## src/rtl/pctrl_pkg.sv

```systemverilog
// pctrl_pkg: shared definitions for the serial packet controller.
//   ADDR_W, OP_W, DATA_W : default field widths of a frame
//   FRAME_LEN            : total frame length in bits (start + fields)
//   state_t              : receiver FSM state encoding
//   max3                 : helper used to size the field bit counter
package pctrl_pkg;

  localparam int ADDR_W    = 8;
  localparam int OP_W      = 3;
  localparam int DATA_W    = 62;
  localparam int FRAME_LEN = 1 + ADDR_W + OP_W + DATA_W;

  typedef enum logic [1:0] {
    S_IDLE = 2'd0,
    S_ADDR = 2'd1,
    S_OP   = 2'd2,
    S_DATA = 2'd3
  } state_t;

  function automatic int max3(input int a, input int b, input int c);
    int m;
    m = (a > b) ? a : b;
    return (m > c) ? m : c;
  endfunction

endpackage

```

## src/rtl/pctrl_shift.sv

```systemverilog
// pctrl_shift: serial-in shift register, MSB arrives first.
//   clk   : clock
//   nRst  : asynchronous active-low reset, clears the register
//   en    : shift enable
//   din   : serial data in
//   q     : parallel contents, first bit received ends up in q[W-1]
module pctrl_shift
  import pctrl_pkg::*;
#(
  parameter int W = 8
) (
  input  logic         clk,
  input  logic         nRst,
  input  logic         en,
  input  logic         din,
  output logic [W-1:0] q
);

  // Truncating {q, din} drops the oldest bit; also valid for W == 1.
  always_ff @(posedge clk or negedge nRst) begin
    if (!nRst) begin
      q <= '0;
    end else if (en) begin
      q <= W'({q, din});
    end
  end

endmodule

```

## src/rtl/pctrl.sv

```systemverilog
// pctrl: serial frame receiver that latches the opcode of frames addressed
// to this node.
//   clk     : clock, rx sampled on the rising edge
//   nRst    : asynchronous active-low reset
//   address : this node's address, compared when the last payload bit lands
//   rx      : serial line, idle high, one bit per clock
//   opcode  : last opcode accepted for this node
//
// Frame: start(0) | address MSB first | opcode MSB first | payload MSB first
//
// state  | meaning
// -------+----------------------------------------------
// IDLE   | waiting for a start bit (rx == 0)
// ADDR   | shifting in ADDR_W address bits
// OP     | shifting in OP_W opcode bits
// DATA   | shifting in DATA_W payload bits, compare on last
module pctrl #(
  parameter int ADDR_W = pctrl_pkg::ADDR_W,
  parameter int OP_W   = pctrl_pkg::OP_W,
  parameter int DATA_W = pctrl_pkg::DATA_W
) (
  input  logic              clk,
  input  logic              nRst,
  input  logic [ADDR_W-1:0] address,
  input  logic              rx,
  output logic [OP_W-1:0]   opcode
);

  import pctrl_pkg::*;

  localparam int FMAX  = max3(ADDR_W, OP_W, DATA_W);
  localparam int CNT_W = (FMAX > 1) ? $clog2(FMAX) : 1;

  state_t             state, state_nxt;
  logic [CNT_W-1:0]   cnt, cnt_nxt;
  logic               en_addr, en_op, en_data, op_load;
  logic [ADDR_W-1:0]  addr_q;
  logic [OP_W-1:0]    op_q;
  // Payload is captured but has no consumer on this block.
  logic [DATA_W-1:0]  payload_unused;

  pctrl_shift #(.W(ADDR_W)) u_addr (
    .clk(clk), .nRst(nRst), .en(en_addr), .din(rx), .q(addr_q)
  );

  pctrl_shift #(.W(OP_W)) u_op (
    .clk(clk), .nRst(nRst), .en(en_op), .din(rx), .q(op_q)
  );

  pctrl_shift #(.W(DATA_W)) u_data (
    .clk(clk), .nRst(nRst), .en(en_data), .din(rx), .q(payload_unused)
  );

  always_ff @(posedge clk or negedge nRst) begin
    if (!nRst) begin
      state  <= S_IDLE;
      cnt    <= '0;
      opcode <= '0;
    end else begin
      state <= state_nxt;
      cnt   <= cnt_nxt;
      if (op_load) begin
        opcode <= op_q;
      end
    end
  end

  always_comb begin
    state_nxt = state;
    cnt_nxt   = cnt;
    en_addr   = 1'b0;
    en_op     = 1'b0;
    en_data   = 1'b0;
    op_load   = 1'b0;
    case (state)
      S_IDLE: begin
        if (!rx) begin
          state_nxt = S_ADDR;
          cnt_nxt   = '0;
        end
      end
      S_ADDR: begin
        en_addr = 1'b1;
        if (cnt == CNT_W'(ADDR_W - 1)) begin
          state_nxt = S_OP;
          cnt_nxt   = '0;
        end else begin
          cnt_nxt = cnt + CNT_W'(1);
        end
      end
      S_OP: begin
        en_op = 1'b1;
        if (cnt == CNT_W'(OP_W - 1)) begin
          state_nxt = S_DATA;
          cnt_nxt   = '0;
        end else begin
          cnt_nxt = cnt + CNT_W'(1);
        end
      end
      S_DATA: begin
        en_data = 1'b1;
        if (cnt == CNT_W'(DATA_W - 1)) begin
          // Address and opcode registers are complete here; the final
          // payload bit shifts in on this same edge.
          state_nxt = S_IDLE;
          cnt_nxt   = '0;
          op_load   = (addr_q == address);
        end else begin
          cnt_nxt = cnt + CNT_W'(1);
        end
      end
      default: begin
        state_nxt = S_IDLE;
        cnt_nxt   = '0;
      end
    endcase
  end

endmodule

```

## config.mk

```make
export PLATFORM = sky130hd
export DESIGN_NAME = pctrl
export DESIGN_NICKNAME = d
export VERILOG_FILES = /design/src/rtl/pctrl_pkg.sv /design/src/rtl/pctrl_shift.sv /design/src/rtl/pctrl.sv
export SDC_FILE = /design/constraint.sdc
export NUM_CORES = 1
export LEC_CHECK = 0
export CAP_MARGIN = 20
export CORE_UTILIZATION = 55
export CTS_BUF_LIST = sky130_fd_sc_hd__clkbuf_8
export CTS_CLUSTER_SIZE = 30
export DETAILED_ROUTE_END_ITERATION = 16
export GPL_ROUTABILITY_DRIVEN = 1
export PLACE_DENSITY_LB_ADDON = 0.2
export SLEW_MARGIN = 20
export SYNTH_ARGS = -nofsm -noshare
export SYNTH_HDL_FRONTEND = slang
export SYNTH_SLANG_ARGS = --single-unit
```

## constraint.sdc

```tcl
create_clock -name clk -period 1.9 [get_ports clk]
set_input_delay 0.285 -clock clk [delete_from_list [all_inputs] [get_ports clk]]
set_output_delay 0.285 -clock clk [all_outputs]
set_load 0.03 [all_outputs]
```

Yosys cells after proc, flatten, opt, wreduce, memory -nomap -nowiden
Index checks and enable logic that the tools add are counted.

word-level totals
  register bits = 22
  bits of input ports = 11
  logic and storage cells = 33

operators by class
  add/subtract/negate cells = 1
  reductions and logical operators = 2
  multiplexer cells = 14
  equal/unequal tests = 11

operator list
  cell                 number
  $mux 6               4
  $pmux 6 s4           1
  $eq 8x8->1           1
  $mux 2               4
  $ne 2x2->1 const B   4
  $pmux 2 s4           1
  $add 6x1->6 const B  1
  $eq 6x2->1 const B   1
  $eq 6x3->1 const B   1
  $eq 6x6->1 const B   1
  $eq 2x2->1 const B   2
  $mux 1               4
  $reduce_and 4->1     1
  $eq 2x1->1 const B   1
  $logic_not 2->1      1

Longest topological paths before layout
  word-level depth = 3
  mapped depth = 7

Hierarchy
A second synthesis with hierarchy kept.

second synthesis, totals
  cell total of the unflattened synthesis = 106
  area, all modules = 1276.2 um^2

by module, submodules not included
  module                instances  area each (um^2)  cells an instance
  pctrl                 1          835.8             83
  pctrl_shift (u_addr)  1          331.6             17
  pctrl_shift (u_op)    1          108.9             6

Worst setup path before layout
OpenSTA, ideal clock, no wires.

  kind = flip-flop to flip-flop
  start = register state[1]
  end = register cnt[3]
  library setup time = 0.104 ns
  cell stages (with the launch flop) = 8
  clock period less this slack = 1.608 ns
  path slack = 0.292 ns
  buffers on the path = 1
  arrival time = 1.504 ns
  cells stage by stage = dfrtp_1 > inv_1 > ha_1 > buf_2 > o21ai_2 > a31oi_2 > nand2_1 > o311ai_1

between the ends
  word-level cells in the longest chain between the ends = 2
  elaborated cells on any way between the ends = 6
  classes of those cells = eq/ne: 4; mux: 1; reduce/logical: 1

ends and longest elaborated chain
  item                                             line         source
  start: declaration                               pctrl.sv:34  state_t state, state_nxt;
  start signal: assignment                         pctrl.sv:60  state <= state_nxt;
  $eq 2x2->1 (tied with other cells)               --
  $pmux 6 s4 / $ne 2x2->1 (equally long branches)  --
  end signal: assignment                           pctrl.sv:61  cnt <= cnt_nxt;
  end: declaration                                 pctrl.sv:35  logic [CNT_W-1:0] cnt, cnt_nxt;

Parallel ways exist; a longest one is shown, timed or not.
A chain may end at the register's enable or synchronous reset.

Worst setup path in the final report
  start = register cnt[0]
  end = register cnt[3]

between the ends
  word-level cells in the longest chain between the ends = 3
  elaborated cells on any way between the ends = 8
  classes of those cells = add/sub: 1; eq/ne: 3; mux: 4

ends and longest elaborated chain
  item                                 line                                    source
  $add 6x1->6 (tied with other cells)  pctrl.sv:88, pctrl.sv:97, pctrl.sv:109
  $mux 6 (on tied branches)            pctrl.sv:102, pctrl.sv:84, pctrl.sv:93
  $pmux 6 s4 *                         pctrl.sv:75                             case (state)

Every way passes the cells marked *; elsewhere a longest branch is shown, timed or not.

==> flow_metrics.py <==
metrics = {
    "timing": {
        "finalHoldViolations": 0,
        "setup_tns_ns": 0,
        "hold_ws_ns": 0.367,
        "period_minus_slack_ns": 1.70,
        "worstMarginPinSlew_ns": 0.356,
        "relSlewSlack": 0.761,
        "setup_viol": 0,
        "setup_slack_ns": 0.197,
        "clock.fmax_mhz": 587,
        "slew_viol_final": 0,
        "min_period_over_period": 0.896,
        "fin_skew_ns": 0.00218,
        "rsz0062_at_grt": "false",
    },
    "floorplan": {
        "dieWidth_microns": 48.1,
        "fp.dieH_microns": 48.1,
        "core-area_sq_mm": 0.00198,
        "top_level_ports": 14,
        "start_util": 0.591,
        "rows": 16,
        "dieArea_sq_mm": 0.00232,
    },
    "critical_path": {
        "cp_slowest_cell": "dfrtp_2",
        "critPathMostFrequentCell": "nand2_1",
        "r2r_cells": 6,
        "worstSetupPathType": "flop to flop",
        "cp.depth": 6,
        "crit_family": "compound AO/OA/AOI/OAI gates",
        "critPathArrivalTime_ns": 1.86,
        "cp_num_buf_inv": 0,
        "cp_max_fo": 6,
        "worstSetupEndpointType": "flop",
        "slowest_delay_ns": 0.45,
        "worstPathRequired_ns": 2.06,
        "start_kind": "flop",
        "path_cells": "ha_1, nand2_1, o21ai_2, a31oi_2, nand2_1, o311ai_1",
    },
    "power_and_ir_drop": {
        "peakVddDrop_mv": 0.612,
        "p_total_uw": 874,
        "p_leak_nw": 0.587,
        "power_density_mw_per_mm2": 620,
    },
    "job": {
        "maxCapViolations": 0,
    },
    "global_routing": {
        "first_global_vias": 727,
        "grt_max_degree": 23,
        "track_usage": 0.197,
        "grt_pass1_wl_microns": 3110,
        "antenna_found_initial": 0,
        "grt-ovfl-total": 0,
    },
    "yosys": {
        "ys_warn_count": 0,
        "syn_area_sq_mm": 0.00117,
        "synth_cells": 99,
        "syn_nets": 118,
        "syn_avg_cell_area_sq_um": 11.8,
        "synth_flop_cell": "dfrtp_1",
        "synthTopCellsByCount": "22 x dfrtp_1, 11 x mux2_2, 8 x ha_1, 8 x nand3_1, 8 x xnor2_1",
        "synth-seq-area-share": 0.470,
        "yosys-top-cells-area": "dfrtp_1 47%, mux2_2 11%, ha_1 8.5%",
        "synth_edf_count": 0,
        "synth.distinct_cells": 29,
        "synth_seq_cells": 22,
        "synth_top_area_cell": "dfrtp_1",
        "synth_top_area_share": 0.470,
        "async_reset_ff_frac": 1.00,
        "synth_most_common_cell": "dfrtp_1",
    },
    "final_layout": {
        "antennaDiodeCount": 0,
        "drive_gt1_frac": 0.220,
        "finalNetCount": 138,
        "syn_to_final_growth_pct": 20.3,
        "fin_area_sq_mm": 0.00141,
        "final_core_util": 0.711,
        "layout.cells.non_filler": 145,
    },
    "route": {
        "routed_wl_microns": 1870,
        "via_per_inst": 5.37,
        "post-route-drc-count": 0,
        "drt_iter0_drc": 7,
        "wl_per_cell_microns": 12.9,
        "vias": 779,
        "first_pass_iters": 2,
        "postRouteAntennaNets": 0,
    },
    "outcome": {
        "status": "finished clean",
    },
    "clocking": {
        "cts_sinks": 22,
        "numCtsBuffers": 3,
        "clockBufferDepth": 2,
        "cts_setup_buffers": 0,
        "htree_num_levels": 1,
        "clock_latency_ns": 0.25,
        "cts_tree": "yes",
        "cts.clk_slew.worst_paths_ns": 0.08,
        "ctsRootBufferMaster": "clkbuf_8",
    },
    "placed_design": {
        "place_area_sq_mm": 0.00135,
        "io_buffers": 13,
        "post-place-ws_ns": 0.136,
        "dp_cells": 141,
        "gp_congestion": 0.784,
        "hpwlAfterDp_microns": 1500,
    },
    "worst_hold_path": {
        "min_path_type": "input port to asynchronous set/reset pin",
    },
}
## repair_timing
item                                    4_1_cts  5_1_grt
endpoints found under the setup margin        0        2
hold buffers                                  0        0
gates resized for setup                       0        1
## power breakdown
group	switching [mW]	internal, mW	leakage, nW
sequential	0.00865	0.478	0.277
clock	0.142	0.184	0.0288
combinational	0.0219	0.0387	0.281
total	0.173	0.701	0.587
## routing by layer
| metal | global-route usage | up-vias | share of wire |
|---|---|---|---|
| met4 | 0.0500 | 0 | 0.0059 |
| li1 | - | 393 | - |
| met5 | 0 | - | 0 |
| met2 | 0.309 | 9 | 0.46 |
| met1 | 0.282 | 375 | 0.51 |
| met3 | 0.0333 | 2 | 0.020 |
## registers in the layout, summed over array words and instances, names as in the netlist
| signal | flops |
|---|---|
| cnt | 6 |
| opcode | 3 |
| state | 2 |
| u_addr.q | 8 |
| u_op.q | 3 |
## area by class of cell
cell class / count / area (sq um)
multi-input combinational: 71 / 597
fill: 142 / 573
sequential: 22 / 552
timing repair buffer: 16 / 153
clock buffer: 4 / 55.1
tap: 27 / 33.8
inverter: 5 / 18.8
## cells by family (layout without fill, tap and decap cells)
family	after synthesis	after routing	share of synthesized area
buf+inv	6	25	0.0203
xor+xnor	8	8	0.0598
simple gates	25	25	0.120
compound gates	15	15	0.100
mux	15	15	0.144
fa+ha+maj	8	8	0.0855
flops	22	22	0.470
## placed cells by master, fill, tap and decap left out, types with 2 or more instances in the layout
master and instances:
buf_4 3, clkbuf_8 4, mux2_1 4, nand3_1 8, inv_1 5, dfrtp_1 21, mux2_2 11, ha_1 8
nand2_1 7, xnor2_1 8, nor3_1 2, o311ai_1 2, clkdlybuf4s50_1 13, o21ai_1 4
## path summary, 6_finish.rpt
path	endpoint	from	slack, ns
setup / recovery	cnt[3]$_DFFE_PN0N_	cnt[0]$_DFFE_PN0N_	0.20
hold / removal	cnt[1]$_DFFE_PN0N_	nRst	0.37
setup reg to reg	cnt[3]$_DFFE_PN0N_	cnt[0]$_DFFE_PN0N_	0.20
hold reg to reg	opcode[1]$_DFFE_PN0P_	opcode[1]$_DFFE_PN0P_	0.49
max in group asynchronous	cnt[0]$_DFFE_PN0N_	nRst	1.30
min in group clk	opcode[1]$_DFFE_PN0P_	opcode[1]$_DFFE_PN0P_	0.49
Power figures use the tool's default switching activity.
